==> src/rtl/snn_mem_pkg.sv <==
// Shared definitions for the SNN matrix memory engines: widths, FSM encoding
// and the signed 16-bit saturation limits.
package snn_mem_pkg;

    localparam int ADDR_W  = 14;
    localparam int DATA_W  = 16;
    localparam int SAT_MAX = 32767;
    localparam int SAT_MIN = -32768;

    typedef enum logic [2:0] {
        IDLE,
        LOAD,
        MAC,
        DRAIN,
        WRITE
    } state_e;

endpackage

==> src/rtl/matrix_spike_current_if.sv <==
// Start/done handshake plus the S, W and C memory ports of matrix_spike_current.
// The engine uses the master view; memories and the launcher use the slave view.
interface matrix_spike_current_if
    import snn_mem_pkg::*;
#(
    parameter int ADDR_W = snn_mem_pkg::ADDR_W,
    parameter int DATA_W = snn_mem_pkg::DATA_W
);
    logic                     start;
    logic                     done;
    logic        [ADDR_W-1:0] spike_start_address;
    logic        [ADDR_W-1:0] weight_start_address;
    logic        [ADDR_W-1:0] dest_start_address;
    logic        [9:0]        m_size;
    logic        [9:0]        k_size;
    logic        [5:0]        n_size;
    logic        [ADDR_W-1:0] spike_address;
    logic        [DATA_W-1:0] spike_readdata;
    logic        [ADDR_W-1:0] weight_address;
    logic signed [DATA_W-1:0] weight_readdata;
    logic        [ADDR_W-1:0] dest_address;
    logic signed [DATA_W-1:0] dest_writedata;
    logic                     dest_write_en;

    modport master (
        input  start, spike_start_address, weight_start_address, dest_start_address,
               m_size, k_size, n_size, spike_readdata, weight_readdata,
        output done, spike_address, weight_address, dest_address,
               dest_writedata, dest_write_en
    );

    modport slave (
        output start, spike_start_address, weight_start_address, dest_start_address,
               m_size, k_size, n_size, spike_readdata, weight_readdata,
        input  done, spike_address, weight_address, dest_address,
               dest_writedata, dest_write_en
    );

endinterface

==> src/rtl/matrix_spike_current_spike_mac_sat.sv <==
// Spike-gated accumulator for one output element: a one-cycle valid pipe aligns
// the add with synchronous-read data; the next-value is saturated to DATA_W.
module spike_mac_sat
    import snn_mem_pkg::*;
#(
    parameter int DATA_W = snn_mem_pkg::DATA_W,
    parameter int ACC_W  = 26
) (
    input  logic                     clk,
    input  logic                     reset,
    input  logic                     clear_i,
    input  logic                     iss_i,
    input  logic                     spike_i,
    input  logic signed [DATA_W-1:0] weight_i,
    output logic signed [DATA_W-1:0] sat_o
);
    logic                    vld_p1_q;
    logic signed [ACC_W-1:0] acc_q;
    logic signed [ACC_W-1:0] acc_d;
    logic signed [ACC_W-1:0] w_ext;

    function automatic logic signed [DATA_W-1:0] sat(input logic signed [ACC_W-1:0] v);
        if (int'(v) > SAT_MAX) begin
            return DATA_W'(SAT_MAX);
        end else if (int'(v) < SAT_MIN) begin
            return DATA_W'(SAT_MIN);
        end else begin
            return v[DATA_W-1:0];
        end
    endfunction

    assign w_ext = {{(ACC_W-DATA_W){weight_i[DATA_W-1]}}, weight_i};

    always_comb begin
        acc_d = acc_q;
        if (vld_p1_q && spike_i) begin
            acc_d = acc_q + w_ext;
        end
    end

    // The saturated view includes this cycle's add so DRAIN can register it directly.
    assign sat_o = sat(acc_d);

    always_ff @(posedge clk) begin
        if (reset) begin
            vld_p1_q <= 1'b0;
            acc_q    <= '0;
        end else begin
            vld_p1_q <= iss_i;
            acc_q    <= clear_i ? '0 : acc_d;
        end
    end

endmodule

==> src/rtl/matrix_spike_current.sv <==
// Computes C = S x W (binary spikes gating signed weights) one element at a time,
// K+2 cycles per element, writing saturated 16-bit currents row-major.
module matrix_spike_current
    import snn_mem_pkg::*;
#(
    parameter int ADDR_W = snn_mem_pkg::ADDR_W,
    parameter int DATA_W = snn_mem_pkg::DATA_W,
    parameter int ACC_W  = 26
) (
    input  logic                   clk,
    input  logic                   reset,
    matrix_spike_current_if.master bus
);
    state_e                   state_q;
    logic                     done_q;
    logic                     wen_q;
    logic                     iss_q;
    logic signed [DATA_W-1:0] wdata_q;
    logic signed [DATA_W-1:0] sat_w;
    logic        [ADDR_W-1:0] spike_addr_q, weight_addr_q, dest_addr_q;
    logic        [ADDR_W-1:0] s_row_q, w_col_q, wbase_q, dptr_q;
    logic        [9:0]        m_q, ksz_q, i_q, k_q;
    logic        [5:0]        n_q, j_q;
    logic        [ADDR_W-1:0] k_step, n_step;
    logic                     clr, k_last, j_last, i_last, size_zero;

    assign k_step    = ADDR_W'(ksz_q);
    assign n_step    = ADDR_W'(n_q);
    assign k_last    = (k_q == ksz_q - 10'd1);
    assign j_last    = (j_q == n_q - 6'd1);
    assign i_last    = (i_q == m_q - 10'd1);
    assign size_zero = (bus.m_size == '0) || (bus.k_size == '0) || (bus.n_size == '0);
    assign clr       = (state_q == LOAD) || (state_q == WRITE);

    spike_mac_sat #(
        .DATA_W (DATA_W),
        .ACC_W  (ACC_W)
    ) u_mac (
        .clk      (clk),
        .reset    (reset),
        .clear_i  (clr),
        .iss_i    (iss_q),
        .spike_i  (bus.spike_readdata[0]),
        .weight_i (bus.weight_readdata),
        .sat_o    (sat_w)
    );

    always_ff @(posedge clk) begin
        if (reset) begin
            state_q       <= IDLE;
            done_q        <= 1'b1;
            wen_q         <= 1'b0;
            wdata_q       <= '0;
            iss_q         <= 1'b0;
            spike_addr_q  <= bus.spike_start_address;
            weight_addr_q <= bus.weight_start_address;
            dest_addr_q   <= bus.dest_start_address;
            i_q           <= '0;
            j_q           <= '0;
            k_q           <= '0;
        end else begin
            wen_q <= 1'b0;
            iss_q <= 1'b0;
            unique case (state_q)
                IDLE: begin
                    if (bus.start) begin
                        state_q <= LOAD;
                        done_q  <= 1'b0;
                    end
                end
                LOAD: begin
                    m_q     <= bus.m_size;
                    ksz_q   <= bus.k_size;
                    n_q     <= bus.n_size;
                    wbase_q <= bus.weight_start_address;
                    if (size_zero) begin
                        state_q <= IDLE;
                        done_q  <= 1'b1;
                    end else begin
                        i_q           <= '0;
                        j_q           <= '0;
                        k_q           <= '0;
                        s_row_q       <= bus.spike_start_address;
                        w_col_q       <= bus.weight_start_address;
                        dptr_q        <= bus.dest_start_address;
                        spike_addr_q  <= bus.spike_start_address;
                        weight_addr_q <= bus.weight_start_address;
                        iss_q         <= 1'b1;
                        state_q       <= MAC;
                    end
                end
                MAC: begin
                    // Walk along row i of S (+1) and down column j of W (+N).
                    if (!k_last) begin
                        k_q           <= k_q + 10'd1;
                        spike_addr_q  <= spike_addr_q + 1'b1;
                        weight_addr_q <= weight_addr_q + n_step;
                        iss_q         <= 1'b1;
                    end else begin
                        state_q <= DRAIN;
                    end
                end
                DRAIN: begin
                    dest_addr_q <= dptr_q;
                    wdata_q     <= sat_w;
                    wen_q       <= 1'b1;
                    state_q     <= WRITE;
                end
                WRITE: begin
                    dptr_q <= dptr_q + 1'b1;
                    k_q    <= '0;
                    if (!j_last) begin
                        j_q           <= j_q + 6'd1;
                        w_col_q       <= w_col_q + 1'b1;
                        weight_addr_q <= w_col_q + 1'b1;
                        spike_addr_q  <= s_row_q;
                        iss_q         <= 1'b1;
                        state_q       <= MAC;
                    end else if (!i_last) begin
                        j_q           <= '0;
                        i_q           <= i_q + 10'd1;
                        w_col_q       <= wbase_q;
                        weight_addr_q <= wbase_q;
                        s_row_q       <= s_row_q + k_step;
                        spike_addr_q  <= s_row_q + k_step;
                        iss_q         <= 1'b1;
                        state_q       <= MAC;
                    end else begin
                        state_q <= IDLE;
                        done_q  <= 1'b1;
                    end
                end
                default: begin
                    state_q <= IDLE;
                    done_q  <= 1'b1;
                end
            endcase
        end
    end

    assign bus.done           = done_q;
    assign bus.spike_address  = spike_addr_q;
    assign bus.weight_address = weight_addr_q;
    assign bus.dest_address   = dest_addr_q;
    assign bus.dest_writedata = wdata_q;
    assign bus.dest_write_en  = wen_q;

endmodule

==> src/flat_wrapper.sv <==
// flat-port wrapper written by rule: the top's interface ports become plain ports
module matrix_spike_current_flat import snn_mem_pkg::*;
#(
    parameter int ADDR_W = snn_mem_pkg::ADDR_W,
    parameter int DATA_W = snn_mem_pkg::DATA_W,
    parameter int ACC_W  = 26
)
  (clk, reset, bus_start, bus_spike_start_address, bus_weight_start_address, bus_dest_start_address, bus_m_size, bus_k_size, bus_n_size, bus_spike_readdata, bus_weight_readdata, bus_done, bus_spike_address, bus_weight_address, bus_dest_address, bus_dest_writedata, bus_dest_write_en);
  matrix_spike_current_if #(.ADDR_W(ADDR_W), .DATA_W(DATA_W)) bus_i ();
  input  logic clk;
  input  logic reset;
  input wire logic [$bits(bus_i.start)-1:0] bus_start;
  input wire logic [$bits(bus_i.spike_start_address)-1:0] bus_spike_start_address;
  input wire logic [$bits(bus_i.weight_start_address)-1:0] bus_weight_start_address;
  input wire logic [$bits(bus_i.dest_start_address)-1:0] bus_dest_start_address;
  input wire logic [$bits(bus_i.m_size)-1:0] bus_m_size;
  input wire logic [$bits(bus_i.k_size)-1:0] bus_k_size;
  input wire logic [$bits(bus_i.n_size)-1:0] bus_n_size;
  input wire logic [$bits(bus_i.spike_readdata)-1:0] bus_spike_readdata;
  input wire logic [$bits(bus_i.weight_readdata)-1:0] bus_weight_readdata;
  output wire logic [$bits(bus_i.done)-1:0] bus_done;
  output wire logic [$bits(bus_i.spike_address)-1:0] bus_spike_address;
  output wire logic [$bits(bus_i.weight_address)-1:0] bus_weight_address;
  output wire logic [$bits(bus_i.dest_address)-1:0] bus_dest_address;
  output wire logic [$bits(bus_i.dest_writedata)-1:0] bus_dest_writedata;
  output wire logic [$bits(bus_i.dest_write_en)-1:0] bus_dest_write_en;
  assign bus_i.start = bus_start;
  assign bus_i.spike_start_address = bus_spike_start_address;
  assign bus_i.weight_start_address = bus_weight_start_address;
  assign bus_i.dest_start_address = bus_dest_start_address;
  assign bus_i.m_size = bus_m_size;
  assign bus_i.k_size = bus_k_size;
  assign bus_i.n_size = bus_n_size;
  assign bus_i.spike_readdata = bus_spike_readdata;
  assign bus_i.weight_readdata = bus_weight_readdata;
  assign bus_done = bus_i.done;
  assign bus_spike_address = bus_i.spike_address;
  assign bus_weight_address = bus_i.weight_address;
  assign bus_dest_address = bus_i.dest_address;
  assign bus_dest_writedata = bus_i.dest_writedata;
  assign bus_dest_write_en = bus_i.dest_write_en;
  matrix_spike_current #(.ADDR_W(ADDR_W), .DATA_W(DATA_W), .ACC_W(ACC_W)) u_core (.clk(clk), .reset(reset), .bus(bus_i));
endmodule
==> config.mk <==
export PLATFORM = sky130hd
export DESIGN_NAME = matrix_spike_current_flat
export DESIGN_NICKNAME = d
export VERILOG_FILES = /design/src/rtl/snn_mem_pkg.sv /design/src/rtl/matrix_spike_current_if.sv /design/src/rtl/matrix_spike_current_spike_mac_sat.sv /design/src/rtl/matrix_spike_current.sv /design/src/flat_wrapper.sv
export SDC_FILE = /design/constraint.sdc
export NUM_CORES = 1
export LEC_CHECK = 0
export ABC_AREA = 1
export BUFFER_PORTS_ARGS = -buffer_cell sky130_fd_sc_hd__buf_2
export CAP_MARGIN = 20
export CORE_UTILIZATION = 40
export CTS_CLUSTER_SIZE = 8
export DETAILED_ROUTE_END_ITERATION = 7
export PLACE_DENSITY = 0.64
export SYNTH_ARGS = -nofsm -noshare
export SYNTH_HDL_FRONTEND = slang
export SYNTH_SLANG_ARGS = --single-unit
==> constraint.sdc <==
create_clock -name clk -period 3.45 [get_ports clk]
set_clock_uncertainty 0.1 [all_clocks]
set_input_delay 0.5175 -clock clk [delete_from_list [all_inputs] [get_ports clk]]
set_output_delay 0.5175 -clock clk [all_outputs]
set_load 0.02 [all_outputs]
==> run_results.csv, run 1 <==
group,metric,value,unit
routing,vias,11508,
clocking,worstSkewPairLatency,450,ps
power,switching_share,34.4,%
sta,fmax,327,MHz
clocking,cts_buffers,17,
power,power,6.86,mW
logic_synthesis,syn-mean-instance-area,7.35,µm²
power,net-switching-power,2.36,mW
logic_synthesis,yosysTopAreaCellShare,29.1,%
sta,final_max_slew_viol_count,0,
min_path,holdPathStages,1,
critical_path,crit_fanout,3,
status,status,"finished clean",
grt,grt_max_degree,51,
floorplanning,initial_utilization,40.6,%
run,cap_violations,0,
sta,setup_tns,0,ps
clocking,clockBufferDepth,2,
clocking,clkSinkCount,199,
logic_synthesis,synth.area.top_cells,"edfxtp_1 29%, nand2_1 17%, dfxtp_1 12%",
critical_path,r2r_cells,13,
critical_path,critPathCaptureType,"register",
min_path,min_from,"bus_k_size[1]",
placement,numPortBuffers,147,
sta,rsz0062_at_grt,"no",
clocking,post-cts-setup-buffer-count,0,
power,peakVddDrop,0.375,mV
critical_path,r2r_slack,390,ps
clocking,cts_hold_buf,0,
critical_path,rr_startpoint,"u_core.ksz_q[0]",
logic_synthesis,synth_edf_count,124,
routing,drc,0,
floorplanning,die_area,32700,µm²
placement,dp.final_hpwl,24.7,mm
sta,hold_viol,0,
logic_synthesis,synth_common_cells,"572 x nand2_1, 210 x inv_1, 154 x nor2_1",
power,leakagePower,6.72,nW
min_path,hold_class,"in2reg",
min_path,hold_end,"u_core.ksz_q[1]",
critical_path,startpoint_type,"register",
logic_synthesis,ys_ff_latch,199,
power,clkPwrFrac,30.6,%
logic_synthesis,netlist_area,12800,µm²
floorplanning,core_area,31600,µm²
cells_and_area,drive_gt1_share,13.0,%
grt,grt_pass1_vias,11035,
sta,setup_viol,0,
placement,gp_congestion,0.907,
clocking,cts_root_buf,"clkbuf_16",
logic_synthesis,ys_seq_area_share,40.8,%
critical_path,path_cells,"ha_1, fa_1, nand2_1, nand2_1, a21oi_1, o221ai_1, a21boi_0, nor2_1, xor2_1, nand2_1, nand3_1, nand2_1, o21ai_0",
critical_path,worst_ep_required_time,3520,ps
placement,dp_worst_setup_slack,165,ps
cells_and_area,fill_cells,3190,
logic_synthesis,synth_top_flop_cell,"edfxtp_1",
grt,grt_util_all_layers,20.5,%
logic_synthesis,ys_types,53,
critical_path,r2r_end,"u_core.bus.spike_address[12]",
sta,post-route-period-util,88.7,%
sta,worstMarginPinSlew,1050,ps
routing,drt_wl_total,33.2,mm
critical_path,critPathMostFrequentCell,"nand2_1",
routing,first_pass_iters,5,
critical_path,cpPeakStageDelay,430,ps
clocking,cts_tree,"yes",
power,pwr-share-seq,43.7,%
floorplanning,rows,65,
clocking,cts_resized,0,
sta,setup_slack,389,ps
logic_synthesis,synth_top_area_cell,"edfxtp_1",
sta,relSlewSlack,29.6,%
grt,overflow,0,
routing,avgViaCountPerCell,5.00,
routing,final_antenna_net_count,0,
logic_synthesis,synth_cells,1741,
cells_and_area,nets,2039,
routing,drtIter0Drc,680,
critical_path,slowest_stage,"edfxtp_1",
floorplanning,pin_count,163,
cells_and_area,area_growth,14.1,%
grt,antenna_found_initial,5,
logic_synthesis,yosysWarnings,0,
power,p_int,4.50,mW
floorplanning,chipWidth,181,µm
power,pwr-share-comb,25.7,%
clocking,h-tree-depth,4,
grt,grt_pass1_wl,53.6,mm
logic_synthesis,yosysMostFrequentCell,"nand2_1",
critical_path,crit_type,"reg2reg",
critical_path,cp.buffers_inverters,0,
logic_synthesis,async_reset_ff_share,0,%
critical_path,path_delay_family,"compound AO/OA/AOI/OAI gates",
power,power_density,470,nW/µm²
logic_synthesis,syn_nets,1897,
floorplanning,die_h,181,µm
sta,finalCriticalPeriod,3060,ps
critical_path,crit_arrival,3130,ps
routing,wl_per_cell,14.4,µm
clocking,path_clk_slew,80,ps
==> stage by stage <==
stage                     hold slack (ps)  instance area [µm²]  utilization [%]  instances
after CTS                             135                14600             46.2       2298
after floorplan                       288                12800                -       1741
after global routing                  133                14600             46.3       2300
final                                 154                14600             46.3       2302
after global placement                300                14000             44.3       2265
after detailed placement              300                14000             44.3       2266
==> logic make-up after synthesis <==
kind of cell	share of synthesized area, %
AND/OR/NAND/NOR	30.8
flip-flops	40.8
buffers and inverters	7.94
AO/OA/AOI/OAI	9.49
XOR/XNOR	5.61
adder cells (fa/ha/maj)	5.36
==> metal layers <==
| layer | track usage [%] | vias up | share of wire, % |
|---|---|---|---|
| met5 | 0 | - | 0.060 |
| li1 | - | 5940 | - |
| met3 | 3.97 | 39 | 4.5 |
| met4 | 6.56 | 4 | 1.5 |
| met2 | 35.4 | 219 | 48 |
| met1 | 25.6 | 5306 | 46 |
==> sequential cells by signal, indices dropped and copies added, names as in the netlist, 3 cells and up <==
signal,cells
u_core.k_q,10
u_core.m_q,10
u_core.bus.weight_address,14
u_core.dptr_q,14
u_core.j_q,6
u_core.wbase_q,14
u_core.bus.dest_address,14
u_core.bus.spike_address,14
u_core.n_q,6
u_core.ksz_q,10
u_core.w_col_q,14
u_core.s_row_q,14
u_core.i_q,10
u_core.bus.dest_writedata,16
u_core.state_q,3
u_core.u_mac.acc_q,26
==> layout by cell type (no fill, tap or decap), drive strengths merged, types with 50 or more instances in the layout <==
cell type | Yosys | final
a21oi | 80 | 80
buf | 17 | 168
dfxtp | 75 | 75
edfxtp | 124 | 124
ha | 50 | 50
inv | 214 | 219
nand2 | 584 | 584
nand3 | 97 | 97
nor2 | 167 | 167
o21ai | 101 | 101
xor2 | 51 | 51
==> layout make-up <==
type / instances / area, µm² / area share (%)
clock inverters: 14 / 169 / 1.16
repair buffers: 168 / 893 / 6.12
inverters: 214 / 806 / 5.52
clock buffers: 18 / 429 / 2.94
flip-flops and latches: 199 / 5230 / 35.8
well taps: 402 / 503 / 3.44
diodes: 4 / 10.0 / 0.0685
multi-input cells: 1283 / 6570 / 45.0
==> power by group through the flow <==
stage | registers, mW | clock network [mW] | logic (mW)
global route | 3.03 | 2.24 | 1.98
detailed placement | 3.05 | 0 | 1.75
floorplan | 3.16 | 0 | 1.12
finish | 3.00 | 2.10 | 1.76
CTS | 3.00 | 2.15 | 1.76
global placement | 3.05 | 0 | 1.71
==> worst max-delay path by stage <==
stage,end,cells after the start,startpoint,slack (ps)
finish,u_core.bus.spike_address[12],13,u_core.ksz_q[0],390
global route,u_core.bus.weight_address[2],14,u_core.ksz_q[0],130
CTS,u_core.bus.weight_address[2],14,u_core.ksz_q[0],330
detailed placement,u_core.bus.dest_writedata[5],19,bus_weight_readdata[0],170
global placement,u_core.bus.dest_writedata[3],19,bus_weight_readdata[0],230
floorplan,u_core.ksz_q[0],4,reset,140
==> worst register-to-register path, stage by stage (launching register included) <==
cell and delay (ps):
edfxtp_1 430, ha_1 260, fa_1 400, nand2_1 100, nand2_1 50, a21oi_1 300, o221ai_1 210, a21boi_0 410
nor2_1 100, xor2_1 170, nand2_1 60, nand3_1 60, nand2_1 60, o21ai_0 70
No activity file was read; power rests on OpenSTA's default activity.
==> inputs of run 2 (changes only) <==
--- a/config.mk
+++ b/config.mk
@@ -11,7 +11,7 @@
 export CORE_UTILIZATION = 40
 export CTS_CLUSTER_SIZE = 8
 export DETAILED_ROUTE_END_ITERATION = 7
-export PLACE_DENSITY = 0.64
+export PLACE_DENSITY = 0.62
 export SYNTH_ARGS = -nofsm -noshare
 export SYNTH_HDL_FRONTEND = slang
 export SYNTH_SLANG_ARGS = --single-unit
==> constraint.sdc (replaced) <==
create_clock -name clk -period 2.9 [get_ports clk]
set_clock_uncertainty 0.1 [all_clocks]
set_input_delay 0.435 -clock clk [delete_from_list [all_inputs] [get_ports clk]]
set_output_delay 0.435 -clock clk [all_outputs]
set_load 0.02 [all_outputs]
==> run 2 against run 1 <==
Critical path depth grew 2; largest cell class unchanged; worst hold slack lost 82 ps; clock power grew 19%; non-clock buffer count grew 38; sequential share of layout area shrank 1.0 points; final cell count grew 1.7%; power grew 21%; maximum frequency grew 12%; largest power group unchanged; via count is essentially flat.
==> run_results.csv, run 2 (synthesis gave the netlist of run 1 again) <==
group,metric,value,unit
cells_and_area,drive_gt1_share,15.7,%
grt,overflow,0,
floorplanning,chipWidth,181,µm
sta,post-route-period-util,94.0,%
clocking,clockBufferDepth,2,
clocking,worstSkewPairLatency,450,ps
sta,hold_ws,72.4,ps
sta,relSlewSlack,45.5,%
status,status,"finished clean",
cells_and_area,final_area,15000,µm²
critical_path,crit_cells,15,
sta,finalCriticalPeriod,2730,ps
floorplanning,die_h,181,µm
critical_path,slowest_stage,"edfxtp_1",
critical_path,path_cells,"ha_1, nand2_1, nand3_1, nand2_1, nand2_1, a21oi_1, nor2_1, o21ai_1, nor2_1, nand2_1, o21ai_0, o211ai_1, nand2_1, nand2_1, nand2_1",
min_path,holdPathStages,1,
grt,grt_pass1_wl,54.3,mm
routing,wl_per_cell,14.2,µm
routing,drtIter0Drc,612,
critical_path,critPathMostFrequentCell,"nand2_1",
critical_path,startpoint_type,"register",
critical_path,critPathCaptureType,"register",
clocking,cts_buffers,17,
critical_path,cpPeakStageDelay,470,ps
clocking,h-tree-depth,4,
floorplanning,die_area,32700,µm²
sta,worstMarginPinSlew,817,ps
sta,setup_slack,174,ps
routing,drc,0,
critical_path,worst_ep_required_time,3010,ps
critical_path,r2r_slack,170,ps
critical_path,crit_type,"reg2reg",
power,leakagePower,6.93,nW
floorplanning,initial_utilization,40.6,%
critical_path,rr_startpoint,"u_core.n_q[2]",
cells_and_area,area_growth,17.4,%
critical_path,r2r_cells,15,
cells_and_area,largest_register_ff_count,26,
critical_path,r2r_end,"u_core.bus.weight_address[11]",
clocking,clkSinkCount,199,
min_path,min_from,"bus_m_size[0]",
clocking,path_clk_slew,80,ps
sta,fmax,367,MHz
cells_and_area,largest_register,"u_core.u_mac.acc_q",
sta,rsz0062_at_grt,"no",
placement,numPortBuffers,147,
critical_path,crit_fanout,4,
grt,grt_pass1_vias,11052,
cells_and_area,seq_area,5230,µm²
placement,dp.final_hpwl,24.9,mm
grt,grt_util_all_layers,20.7,%
cells_and_area,layout_commonest_cell,"nand2_1",
power,power_density,553,nW/µm²
routing,avgViaCountPerCell,4.91,
cells_and_area,nets,2078,
grt,grt_max_degree,60,
floorplanning,rows,65,
critical_path,cp.buffers_inverters,0,
cells_and_area,final_cell_mix,"569 x nand2_1, 209 x inv_1, 149 x nor2_1, 147 x buf_2, 124 x edfxtp_1",
placement,gp_congestion,0.884,
clocking,cts_root_buf,"clkbuf_16",
routing,vias,11500,
clocking,cts_hold_buf,0,
placement,dpl_cell_area,14300,µm²
critical_path,cp-endpoint,"u_core.bus.weight_address[11]",
sta,hold_viol,0,
sta,final_max_slew_viol_count,0,
placement,dp_worst_setup_slack,-85.9,ps
critical_path,critPathLaunch,"u_core.n_q[2]",
routing,first_pass_iters,5,
run,cap_violations,0,
critical_path,crit_arrival,2830,ps
critical_path,path_delay_family,"simple AND/OR/NAND/NOR gates",
cells_and_area,multi_input_comb_area,6640,µm²
floorplanning,pin_count,163,
routing,drt_wl_total,33.3,mm
clocking,cts_tree,"yes",
routing,final_antenna_net_count,0,
sta,setup_tns,0,ps
power,power,8.32,mW
floorplanning,core_area,31600,µm²
sta,setup_viol,0,
cells_and_area,fill_cells,3213,
power,peakVddDrop,0.545,mV
grt,antenna_found_initial,5,
min_path,hold_class,"in2reg",
[run 2: timing repair]
item / in CTS / in global routing
setup endpoints to repair: 3 / 66
resized for setup: 1 / 26
gates cloned: 0 / 1
pin swaps: 0 / 13
buffers inserted: 0 / 2
[run 2: report_power, final]
group          total [mW]  internal [mW]  switching (mW)
Clock                2.50           1.30            1.20
Combinational        2.26          0.808            1.45
Sequential           3.56           3.37           0.197
[run 2: metal layers]
layer	vias up	GRT usage [%]	part of all wire, %
li1	6007	-	-
met1	5220	26.5	46
met2	221	35.2	47
met3	46	3.83	4.7
met4	6	6.94	2.1
met5	-	0	0.12
[run 2: worst min path at each step]
stage | end | slack [ps]
after floorplan | u_core.u_mac.vld_p1_q | 290
after global placement | u_core.u_mac.vld_p1_q | 330
after detailed placement | u_core.u_mac.vld_p1_q | 330
after CTS | u_core.m_q[1] | 50
after global routing | u_core.ksz_q[0] | 50
final | u_core.m_q[0] | 70
[run 2: worst reg2reg max path, stage by stage (launching register included)]
cell and delay (ps):
edfxtp_1 470, ha_1 360, nand2_1 90, nand3_1 120, nand2_1 100, nand2_1 50
a21oi_1 260, nor2_1 110, o21ai_1 250, nor2_1 110, nand2_1 110, o21ai_0 90
o211ai_1 90, nand2_1 60, nand2_1 50, nand2_1 50
[run 2: area by class of cell]
class,instances,area share (%)
diodes,4,0.0666
clock buffers,18,2.86
clock inverters,14,1.07
inverters,214,5.38
multi-input cells,1284,44.2
flip-flops and latches,199,34.8
well taps,402,3.35
repair buffers,206,8.33
[run 2: through the flow]
| step | util, % | std cells |
|---|---|---|
| floorplan | - | 1741 |
| global placement | 45.4 | 2301 |
| detailed placement | 45.4 | 2301 |
| CTS | 47.2 | 2333 |
| global route | 47.6 | 2337 |
| finish | 47.6 | 2341 |
